===== src/rtl/addsub_chain_seq_pkg.sv =====
// Shared definitions for the multi-precision add/subtract chain.
// Holds the chain state encoding and the operation mode encoding. The top
// level and the testbench both import these definitions.
package addsub_chain_seq_pkg;

  // START: the next accepted pair is the least-significant word.
  // CHAIN: a multi-word operation is in progress.
  typedef enum logic {
    ST_START = 1'b0,
    ST_CHAIN = 1'b1
  } chain_state_t;

  // Encoding of add_sub and of the latched operation mode.
  localparam logic MODE_ADD = 1'b0;
  localparam logic MODE_SUB = 1'b1;

endpackage : addsub_chain_seq_pkg


===== src/rtl/addsub_chain_seq_if.sv =====
// Operand/result handshake bundle for addsub_chain_seq.
//   Operand side: in_valid/in_ready handshake, with in_last, add_sub,
//     carry_in, A and B.
//   Result side: out_valid/out_ready handshake, with out_sum, out_last,
//     out_carry_out and out_overflow.
// master: the producer of operands and consumer of results (operand fetch
//   and writeback side). slave: the chain block itself.
interface addsub_chain_seq_if #(
  parameter int WORD_WIDTH = 16
);
  logic                  in_valid;
  logic                  in_ready;
  logic                  in_last;
  logic                  add_sub;
  logic                  carry_in;
  logic [WORD_WIDTH-1:0] A;
  logic [WORD_WIDTH-1:0] B;
  logic                  out_valid;
  logic                  out_ready;
  logic [WORD_WIDTH-1:0] out_sum;
  logic                  out_last;
  logic                  out_carry_out;
  logic                  out_overflow;

  modport master (
    output in_valid, in_last, add_sub, carry_in, A, B, out_ready,
    input  in_ready, out_valid, out_sum, out_last, out_carry_out, out_overflow
  );

  modport slave (
    input  in_valid, in_last, add_sub, carry_in, A, B, out_ready,
    output in_ready, out_valid, out_sum, out_last, out_carry_out, out_overflow
  );
endinterface : addsub_chain_seq_if


===== src/rtl/addsub_chain_seq_addsub_bin.sv =====
// addsub_bin: combinational ripple-carry adder/subtractor for one slice.
//   a, b       operands
//   cin        carry in (a borrow-in is expressed by the caller as ~borrow)
//   add_sub    0 = a + b + cin, 1 = a + ~b + cin
//   sum        result slice
//   carry_out  carry out of the top bit
//   overflow   signed overflow (carry into top bit xor carry out of it)
//   carries    carry out of every bit position
module addsub_bin #(
  parameter int WORD_WIDTH = 16
) (
  input  logic [WORD_WIDTH-1:0] a,
  input  logic [WORD_WIDTH-1:0] b,
  input  logic                  cin,
  input  logic                  add_sub,
  output logic [WORD_WIDTH-1:0] sum,
  output logic                  carry_out,
  output logic                  overflow,
  output logic [WORD_WIDTH-1:0] carries
);
  logic [WORD_WIDTH-1:0] b_eff_s;
  logic [WORD_WIDTH:0]   chain_s;

  assign b_eff_s    = add_sub ? ~b : b;
  assign chain_s[0] = cin;

  for (genvar i = 0; i < WORD_WIDTH; i++) begin : g_bit
    assign sum[i]       = a[i] ^ b_eff_s[i] ^ chain_s[i];
    assign chain_s[i+1] = (a[i] & b_eff_s[i]) | (a[i] & chain_s[i]) | (b_eff_s[i] & chain_s[i]);
  end

  assign carries   = chain_s[WORD_WIDTH:1];
  assign carry_out = chain_s[WORD_WIDTH];
  assign overflow  = chain_s[WORD_WIDTH] ^ chain_s[WORD_WIDTH-1];
endmodule : addsub_bin


===== src/rtl/addsub_chain_seq.sv =====
// addsub_chain_seq: sequential multi-precision adder/subtractor.
// Operand word pairs arrive least-significant word first; each produces one
// registered result slice on the following cycle.
//   clock    rising-edge clock
//   reset_n  asynchronous active-low reset
//   io       operand/result handshake bundle (slave side)
// Subtraction is done here by inverting B and the borrow, so the slice
// adder always runs in add mode and the inter-word carry has one meaning:
// for subtraction a carry of 1 means "no borrow".
module addsub_chain_seq
  import addsub_chain_seq_pkg::*;
#(
  parameter int WORD_WIDTH = 16
) (
  input logic                clock,
  input logic                reset_n,
  addsub_chain_seq_if.slave  io
);
  chain_state_t          state_r;
  chain_state_t          state_nx_s;
  logic                  mode_r;
  logic                  carry_r;
  logic                  out_valid_r;
  logic [WORD_WIDTH-1:0] out_sum_r;
  logic                  out_last_r;
  logic                  out_carry_r;
  logic                  out_overflow_r;

  logic                  accept_s;
  logic                  first_s;
  logic                  mode_s;
  logic                  cin_s;
  logic [WORD_WIDTH-1:0] b_eff_s;
  logic [WORD_WIDTH-1:0] sum_s;
  logic                  carry_s;
  logic                  overflow_s;

  assign io.in_ready      = !out_valid_r || io.out_ready;
  assign accept_s         = io.in_valid && io.in_ready;
  assign first_s          = (state_r == ST_START);

  assign io.out_valid     = out_valid_r;
  assign io.out_sum       = out_sum_r;
  assign io.out_last      = out_last_r;
  assign io.out_carry_out = out_carry_r;
  assign io.out_overflow  = out_overflow_r;

  // Operand conditioning: mode and carry come from the pins on the LSW and
  // from the latched registers for every later word.
  always_comb begin
    mode_s  = mode_r;
    cin_s   = carry_r;
    b_eff_s = io.B;
    if (first_s) begin
      mode_s = io.add_sub;
      cin_s  = (io.add_sub == MODE_SUB) ? ~io.carry_in : io.carry_in;
    end else begin
      mode_s = mode_r;
      cin_s  = carry_r;
    end
    if (mode_s == MODE_SUB) begin
      b_eff_s = ~io.B;
    end else begin
      b_eff_s = io.B;
    end
  end

  addsub_bin #(
    .WORD_WIDTH (WORD_WIDTH)
  ) u_addsub_bin (
    .a         (io.A),
    .b         (b_eff_s),
    .cin       (cin_s),
    .add_sub   (MODE_ADD),
    .sum       (sum_s),
    .carry_out (carry_s),
    .overflow  (overflow_s),
    .carries   ()
  );

  // Chain state register.
  always_ff @(posedge clock or negedge reset_n) begin
    if (!reset_n) begin
      state_r <= ST_START;
    end else begin
      state_r <= state_nx_s;
    end
  end

  // Next chain state: the MSW always returns to START, any other word
  // leaves the operation in CHAIN.
  always_comb begin
    state_nx_s = state_r;
    case (state_r)
      ST_START: begin
        if (accept_s && !io.in_last) begin
          state_nx_s = ST_CHAIN;
        end else begin
          state_nx_s = ST_START;
        end
      end
      ST_CHAIN: begin
        if (accept_s && io.in_last) begin
          state_nx_s = ST_START;
        end else begin
          state_nx_s = ST_CHAIN;
        end
      end
      default: state_nx_s = ST_START;
    endcase
  end

  // Latched mode, chain carry and the registered result slice.
  always_ff @(posedge clock or negedge reset_n) begin
    if (!reset_n) begin
      mode_r         <= MODE_ADD;
      carry_r        <= 1'b0;
      out_valid_r    <= 1'b0;
      out_sum_r      <= '0;
      out_last_r     <= 1'b0;
      out_carry_r    <= 1'b0;
      out_overflow_r <= 1'b0;
    end else if (accept_s) begin
      // mode_s equals mode_r mid-chain, so this only changes on the LSW.
      mode_r         <= mode_s;
      carry_r        <= io.in_last ? 1'b0 : carry_s;
      out_valid_r    <= 1'b1;
      out_sum_r      <= sum_s;
      out_last_r     <= io.in_last;
      out_carry_r    <= carry_s;
      out_overflow_r <= overflow_s;
    end else if (io.out_ready) begin
      out_valid_r    <= 1'b0;
    end else begin
      out_valid_r    <= out_valid_r;
    end
  end
endmodule : addsub_chain_seq


===== src/flat_wrapper.sv =====
// flat-port wrapper written by rule: the top's interface ports become plain ports
module addsub_chain_seq_flat import addsub_chain_seq_pkg::*;
#(
  parameter int WORD_WIDTH = 16
)
  (clock, reset_n, io_in_valid, io_in_last, io_add_sub, io_carry_in, io_A, io_B, io_out_ready, io_in_ready, io_out_valid, io_out_sum, io_out_last, io_out_carry_out, io_out_overflow);
  addsub_chain_seq_if #(.WORD_WIDTH(WORD_WIDTH)) io_i ();
  input logic clock;
  input logic reset_n;
  input wire logic [$bits(io_i.in_valid)-1:0] io_in_valid;
  input wire logic [$bits(io_i.in_last)-1:0] io_in_last;
  input wire logic [$bits(io_i.add_sub)-1:0] io_add_sub;
  input wire logic [$bits(io_i.carry_in)-1:0] io_carry_in;
  input wire logic [$bits(io_i.A)-1:0] io_A;
  input wire logic [$bits(io_i.B)-1:0] io_B;
  input wire logic [$bits(io_i.out_ready)-1:0] io_out_ready;
  output wire logic [$bits(io_i.in_ready)-1:0] io_in_ready;
  output wire logic [$bits(io_i.out_valid)-1:0] io_out_valid;
  output wire logic [$bits(io_i.out_sum)-1:0] io_out_sum;
  output wire logic [$bits(io_i.out_last)-1:0] io_out_last;
  output wire logic [$bits(io_i.out_carry_out)-1:0] io_out_carry_out;
  output wire logic [$bits(io_i.out_overflow)-1:0] io_out_overflow;
  assign io_i.in_valid = io_in_valid;
  assign io_i.in_last = io_in_last;
  assign io_i.add_sub = io_add_sub;
  assign io_i.carry_in = io_carry_in;
  assign io_i.A = io_A;
  assign io_i.B = io_B;
  assign io_i.out_ready = io_out_ready;
  assign io_in_ready = io_i.in_ready;
  assign io_out_valid = io_i.out_valid;
  assign io_out_sum = io_i.out_sum;
  assign io_out_last = io_i.out_last;
  assign io_out_carry_out = io_i.out_carry_out;
  assign io_out_overflow = io_i.out_overflow;
  addsub_chain_seq #(.WORD_WIDTH(WORD_WIDTH)) u_core (.clock(clock), .reset_n(reset_n), .io(io_i));
endmodule

===== config.mk =====
export PLATFORM = sky130hd
export DESIGN_NAME = addsub_chain_seq_flat
export DESIGN_NICKNAME = d
export VERILOG_FILES = /design/src/rtl/addsub_chain_seq_pkg.sv /design/src/rtl/addsub_chain_seq_if.sv /design/src/rtl/addsub_chain_seq_addsub_bin.sv /design/src/rtl/addsub_chain_seq.sv /design/src/flat_wrapper.sv
export SDC_FILE = /design/constraint.sdc
export NUM_CORES = 1
export LEC_CHECK = 0
export ABC_AREA = 1
export CAP_MARGIN = 20
export CORE_MARGIN = 10
export CORE_UTILIZATION = 46
export CTS_BUF_LIST = sky130_fd_sc_hd__clkbuf_2 sky130_fd_sc_hd__clkbuf_4 sky130_fd_sc_hd__clkbuf_8
export DETAILED_ROUTE_END_ITERATION = 10
export PLACE_DENSITY = 0.84
export RECOVER_POWER = 25
export SLEW_MARGIN = 20
export SYNTH_ARGS = -nofsm -noshare
export SYNTH_HDL_FRONTEND = slang
export SYNTH_SLANG_ARGS = --single-unit

===== constraint.sdc =====
create_clock -name clock -period 7.91 [get_ports clock]
set_input_delay 1.9775 -clock clock [delete_from_list [all_inputs] [get_ports clock]]
set_output_delay 1.9775 -clock clock [all_outputs]
set_load 0.05 [all_outputs]

Yosys cells after proc, flatten, opt, wreduce, memory -nomap -nowiden
Cells that the tools add are included.
{"block": "op_classes", "reduce_logical": 7, "bitwise": 116, "n_mux": 10}
{"cell": "$and 1x1->1", "count": 48}
{"cell": "$xor 1x1->1", "count": 33}
{"cell": "$or 1x1->1", "count": 32}
{"cell": "$mux 16", "count": 1}
{"cell": "$not 16->16", "count": 1}
{"cell": "$mux 1", "count": 8}
{"cell": "$logic_and 1x1->1", "count": 3}
{"cell": "$logic_not 1->1", "count": 2}
{"cell": "$not 1->1", "count": 2}
{"cell": "$pmux 1 s2", "count": 1}
{"cell": "$reduce_bool 2->1", "count": 1}
{"cell": "$logic_or 1x1->1", "count": 1}
{"block": "word_totals", "out_inout_bits": 21, "ff_bits": 23, "wordCells": 141}

Logic depth before layout (Yosys ltp)
Gate-level depths: netlist of run 1.
{"block": "depth", "word_depth": 52, "mapped_depth": 27, "mapped_depth_nobuf": 27}

Modules after synthesis
From an unflattened synthesis of run 1, not the netlist that was laid out.
{"block": "unflattened", "cells_unflattened": 278, "hier_area_um2": 1999.4}
{"mod": "addsub_chain_seq", "cells_per_inst": 184, "seq_area_each_um2": 575.6, "instances": 1, "area_each_um2": 1263.7}
{"mod": "addsub_bin", "cells_per_inst": 94, "seq_area_each_um2": 0.0, "instances": 1, "area_each_um2": 735.7}

Worst setup path after synthesis of run 1
OpenSTA, ideal clock, no wires.
{"block": "synth_path", "kind": "input to register", "from": "input io_add_sub", "to": "register u_core.out_overflow_r, in the netlist u_core.io.out_overflow", "stages": 26, "arrival_time_ns": 8.420, "setup_slack_ns": -0.576, "setup_time_ns": 0.066, "path_cell_list": "inv_1 -> o21ai_2 -> nand2_1 -> nand2_1 -> fa_1 -> fa_1 -> inv_1 -> fa_1 -> fa_1 -> fa_1 -> fa_1 -> fa_1 -> fa_1 -> fa_1 -> fa_1 -> fa_1 -> fa_1 -> fa_1 -> fa_1 -> fa_1 -> fa_1 -> inv_1 -> nand2_1 -> nand2_1 -> nand2_1 -> nand2_1"}
{"block": "synth_via", "elab_chain_len": 51, "elab_cells_between_ends": 85, "classes_between": "mux (4); bitwise (81)"}
{"element": "from (decl)", "line_no": "flat_wrapper.sv:12", "text": "input wire logic [$bits(io_i.add_sub)-1:0] io_add_sub;"}
{"element": "$mux 1 (on tied branches)", "line_no": "addsub_chain_seq.sv:54, addsub_chain_seq.sv:56"}
{"element": "$mux 16 / $mux 1 (equally long branches)", "line_no": "addsub_chain_seq.sv:61, addsub_chain_seq.sv:54"}
{"element": "$and 1x1->1", "line_no": "addsub_chain_seq_addsub_bin.sv:29", "text": "assign chain_s[i+1] = (a[i] & b_eff_s[i]) | (a[i] & chain_s[i]) | (b_eff_s[i] & chain_s[i]);"}
{"element": "$or 1x1->1 (2 in series)", "line_no": "addsub_chain_seq_addsub_bin.sv:29"}
{"element": "$and 1x1->1", "line_no": "addsub_chain_seq_addsub_bin.sv:29"}
{"element": "$or 1x1->1 (2 in series)", "line_no": "addsub_chain_seq_addsub_bin.sv:29"}
{"element": "$and 1x1->1", "line_no": "addsub_chain_seq_addsub_bin.sv:29"}
{"element": "$or 1x1->1 (2 in series)", "line_no": "addsub_chain_seq_addsub_bin.sv:29"}
{"element": "[... 28 more ...]"}
{"element": "$or 1x1->1 (2 in series)", "line_no": "addsub_chain_seq_addsub_bin.sv:29"}
{"element": "$and 1x1->1", "line_no": "addsub_chain_seq_addsub_bin.sv:29"}
{"element": "$or 1x1->1 (2 in series)", "line_no": "addsub_chain_seq_addsub_bin.sv:29"}
{"element": "$and 1x1->1", "line_no": "addsub_chain_seq_addsub_bin.sv:29"}
{"element": "$or 1x1->1 (2 in series)", "line_no": "addsub_chain_seq_addsub_bin.sv:29"}
{"element": "$and 1x1->1", "line_no": "addsub_chain_seq_addsub_bin.sv:29"}
{"element": "$or 1x1->1 (2 in series)", "line_no": "addsub_chain_seq_addsub_bin.sv:29"}
{"element": "$xor 1x1->1 *", "line_no": "addsub_chain_seq_addsub_bin.sv:34", "text": "assign overflow = chain_s[WORD_WIDTH] ^ chain_s[WORD_WIDTH-1];"}
{"element": "to (signal assigned)", "line_no": "addsub_chain_seq.sv:131", "text": "out_overflow_r <= overflow_s;"}
{"element": "to (decl)", "line_no": "addsub_chain_seq.sv:27", "text": "logic out_overflow_r;"}
Mark *: on every way between the ends. The rest lies on a longest branch, timed or not.
A chain may end at the register's enable or synchronous reset.

Worst setup path after layout of run 1
{"block": "layout_path", "from": "input io_add_sub", "to": "register u_core.out_carry_r, in the netlist u_core.io.out_carry_out"}
{"block": "layout_via", "elab_chain_len": 50, "elab_cells_between_ends": 84, "classes_between": "mux (4); bitwise (80)"}
{"element": "$mux 1 (on tied branches)", "line_no": "addsub_chain_seq.sv:54, addsub_chain_seq.sv:56"}
{"element": "$mux 16 / $mux 1 (equally long branches)", "line_no": "addsub_chain_seq.sv:61, addsub_chain_seq.sv:54"}
{"element": "$and 1x1->1", "line_no": "addsub_chain_seq_addsub_bin.sv:29"}
{"element": "$or 1x1->1 (2 in series)", "line_no": "addsub_chain_seq_addsub_bin.sv:29"}
{"element": "$and 1x1->1", "line_no": "addsub_chain_seq_addsub_bin.sv:29"}
{"element": "$or 1x1->1 (2 in series)", "line_no": "addsub_chain_seq_addsub_bin.sv:29"}
{"element": "$and 1x1->1", "line_no": "addsub_chain_seq_addsub_bin.sv:29"}
{"element": "$or 1x1->1 (2 in series)", "line_no": "addsub_chain_seq_addsub_bin.sv:29"}
{"element": "[... 28 more ...]"}
{"element": "$or 1x1->1 (2 in series)", "line_no": "addsub_chain_seq_addsub_bin.sv:29"}
{"element": "$and 1x1->1", "line_no": "addsub_chain_seq_addsub_bin.sv:29"}
{"element": "$or 1x1->1 (2 in series)", "line_no": "addsub_chain_seq_addsub_bin.sv:29"}
{"element": "$and 1x1->1", "line_no": "addsub_chain_seq_addsub_bin.sv:29"}
{"element": "$or 1x1->1 (2 in series)", "line_no": "addsub_chain_seq_addsub_bin.sv:29"}
{"element": "$and 1x1->1", "line_no": "addsub_chain_seq_addsub_bin.sv:29"}
{"element": "$or 1x1->1", "line_no": "addsub_chain_seq_addsub_bin.sv:29"}
{"element": "$or 1x1->1 *", "line_no": "addsub_chain_seq_addsub_bin.sv:29"}
{"element": "to (signal assigned)", "line_no": "addsub_chain_seq.sv:130", "text": "out_carry_r <= carry_s;"}
{"element": "to (decl)", "line_no": "addsub_chain_seq.sv:26", "text": "logic out_carry_r;"}
Marks and branches as above.

==> results.md, run 1 <==
* VDD IR max at 0.0970 mV
* Fillers at 286
* Drt drc at 0
* Initial antenna violation count at 0
* Final net count at 351
* # diodes at 0
* Met2 routed WL at 2320 µm
* Vias per inst at 4.60
* Post-synth top cells: 125 x nand2_1, 53 x inv_1, 23 x dfrtp_1
* Clock Skew at 0.00431 ns
* CP top delay family: adder cells
* Die Wd at 80.0 µm
* Die footprint at 6390 µm²
* Pwr/cell area at 243 nW/µm²
* # setup viols final at 0
* Clk Latency, worst-skew pair at 0.31 ns
* Final Cycle Share at 0.991
* Slowest stage delay, CP at 0.39 ns
* RSZ-0062 raised after global routing: true
* GRT Util Overall at 0.133
* Longest Clk Path Bufs at 2
* Starting Density at 0.484
* Synth top area share at 0.348
* Max FO, Critical Path at 3
* CP endpoint kind: flop
* Clock Sinks at 23
* Synth cell types at 14
* Tot Pwr at 0.000596 W
* DRT Pass-1 Iters at 4
* Most frequent cell after synthesis: nand2_1
* First-pass GRT wire length at 6840 µm
* Outcome: complete, no violations
* Mapped Nets at 285
* Final Slew Violations at 0
* Max-cap violation count at 0
* Least-Margin Pin Slew at 1.21 ns
* CTS root buffer: clkbuf_4
* DRT met1 WL at 1540 µm
* Reg clk slew, reported paths at 0.13 ns
* Synthesized area at 1650 µm²
* FP Rows at 21
* F_max at 128 MHz
* Post-route cell area at 2450 µm²
* Antenna-violating nets left at 0
* Worst EP required at 8.17 ns
* Placeable Area at 3420 µm²
* Worst Hold Class: flop to flop
* Buf/Inv on CP at 5
* Critical path class: primary input to flop
* Ports at 60
* Ys async rst share at 1.00
* Seq/Total Area, Yosys at 0.348
* Syn avg cell area at 7.19 µm²
* Area delta synth->final at 48.2%
* Yosys top cell by area: dfrtp_1
* Top_reg_cell synth: dfrtp_1
* Vias at 1570
* Worst path most repeated cell: fa_2
* Routability cong. at 0.782
* Worst setup SP type: primary input
* Syn Inst Count at 230
* Worst EP arrival at 8.10 ns
* Die H at 80.0 µm
* Hold Violations, Final at 0
* DRT iter0 DRCs at 60
* Final min period at 7.84 ns
* Vias in the first global route at 1663
* Synth warnings at 0
* Routed wl met3 at 291 µm
* Top sig layer: met4
* H-tree depth at 1
* Overall routed net length at 4230 µm
* Largest net degree at the start of global routing at 24
* Gr ovfl total at 0
* CP max stage cell: fa_2
* Post-synth EDFFs at 0
* HPWL after DPL at 3330 µm
* Port Buffer Count at 59
* Top cells by area, synth: dfrtp_1 35%, nand2_1 28%, fa_1 19%
* TritonCTS clock tree: built
* Register bit total from synthesis at 23
* Layout cells sized above 1 at 0.169
* Placed instance area at 2330 µm²
* CTS Buf Count at 3
* Leakage power at 1.35 nW
* Routed len/inst at 12.4 µm
* Rel. slew slack at 0.190
==> state kept, by name, summed over array words and instances (netlist names), named ones only <==
signal                   flops
u_core.io.out_sum           16
u_core.carry_r               1
u_core.io.out_carry_out      1
u_core.io.out_last           1
u_core.io.out_overflow       1
u_core.io.out_valid          1
u_core.mode_r                1
==> repair_timing <==
action,in CTS,in global routing
hold buffers,0,0
endpoints found under the setup margin,5,5
resized for setup,28,14
setup buffers,1,2
pin swaps,22,24
==> power by group <==
part | switching, W | internal [W]
registers | 0.0000203 | 0.000151
clock network | 0.0000354 | 0.0000231
logic | 0.000228 | 0.000138
==> stage by stage <==
step	TNS (ns)	hold WS, ns	worst slack [ns]	utilization	std cells
floorplan	-0.0595	0.450	-0.0325	-	230
global placement	-2.64	0.462	-0.644	0.682	334
detailed placement	-3.05	0.467	-0.743	0.682	334
CTS	-0.897	0.498	-0.282	0.703	339
global route	-0.435	0.516	-0.120	0.718	341
finish	0	0.490	0.0727	0.718	341
==> logic make-up after synthesis <==
family / Yosys count / share of synthesized area
flip-flops: 23 / 0.348
adder cells (fa/ha/maj): 16 / 0.194
AO/OA/AOI/OAI: 3 / 0.0136
buffers and inverters: 60 / 0.151
AND/OR/NAND/NOR: 128 / 0.293
==> cell type report <==
class | count | area [µm²] | share of cell area
timing repair buffer | 67 | 663 | 0.271
multi-input combinational | 147 | 915 | 0.373
tap | 46 | 57.6 | 0.0235
sequential | 23 | 576 | 0.235
inverter | 54 | 210 | 0.0858
clock buffer | 4 | 30.0 | 0.0123
==> cell usage in the layout, fill, tap and decap left out <==
cell type,count
a21oi_2,2
buf_4,5
buf_6,4
buf_8,1
clkbuf_1,1
clkbuf_4,4
clkdlybuf4s15_1,1
clkdlybuf4s50_1,53
dfrtp_1,23
dlygate4sd2_1,1
dlymetal6s2s_1,1
fa_2,16
inv_1,48
inv_2,5
inv_8,1
nand2_1,115
nand2_2,9
nand2_4,2
nand4_1,1
nor2_1,1
o21ai_4,1
==> routing by layer <==
metal | track usage | vias to the layer above
li1 | - | 771
met1 | 0.124 | 742
met3 | 0.0293 | 10
met5 | 0 | -
met4 | 0.0475 | 0
met2 | 0.268 | 47
==> worst register-to-register path, cell delays in order (launching register included) <==
cell	delay, ns
dfrtp_1	0.47
inv_1	0.19
nand2_4	0.07
nand2_4	0.07
nand2_2	0.05
nand2_2	0.06
fa_2	0.21
fa_2	0.19
inv_2	0.04
fa_2	0.33
fa_2	0.35
fa_2	0.34
fa_2	0.35
fa_2	0.35
fa_2	0.34
fa_2	0.35
fa_2	0.35
fa_2	0.35
fa_2	0.37
fa_2	0.35
fa_2	0.35
fa_2	0.39
fa_2	0.37
inv_2	0.09
buf_6	0.10
nand2_1	0.06
nand2_1	0.10
==> final timing paths <==
| check | startpoint | to | slack (ns) | depth (start not counted) |
|---|---|---|---|---|
| setup / recovery | io_add_sub | u_core.io.out_carry_out | 0.07 | 26 |
| hold / removal | u_core.io.out_overflow | u_core.io.out_overflow | 0.49 | 2 |
| setup reg to reg | flop | u_core.io.out_carry_out | 1.22 | 26 |
| hold reg to reg | u_core.io.out_overflow | u_core.io.out_overflow | 0.49 | 2 |
| max in group asynchronous | reset_n | u_core.io.out_sum[13] | 5.31 | 1 |
| min in group asynchronous | reset_n | u_core.io.out_sum[3] | 1.88 | 1 |
Note: power is estimated with default switching activity, not from simulation.
==> run 2, diff against run 1 <==
--- a/config.mk
+++ b/config.mk
@@ -10,6 +10,7 @@
 export CORE_MARGIN = 10
 export CORE_UTILIZATION = 46
 export CTS_BUF_LIST = sky130_fd_sc_hd__clkbuf_2 sky130_fd_sc_hd__clkbuf_4 sky130_fd_sc_hd__clkbuf_8
+export CTS_CLUSTER_DIAMETER = 30
 export DETAILED_ROUTE_END_ITERATION = 10
 export PLACE_DENSITY = 0.84
 export RECOVER_POWER = 25
==> results of run 2 <==
Same layout as run 1: the final DEF is identical, and so are final timing and power.
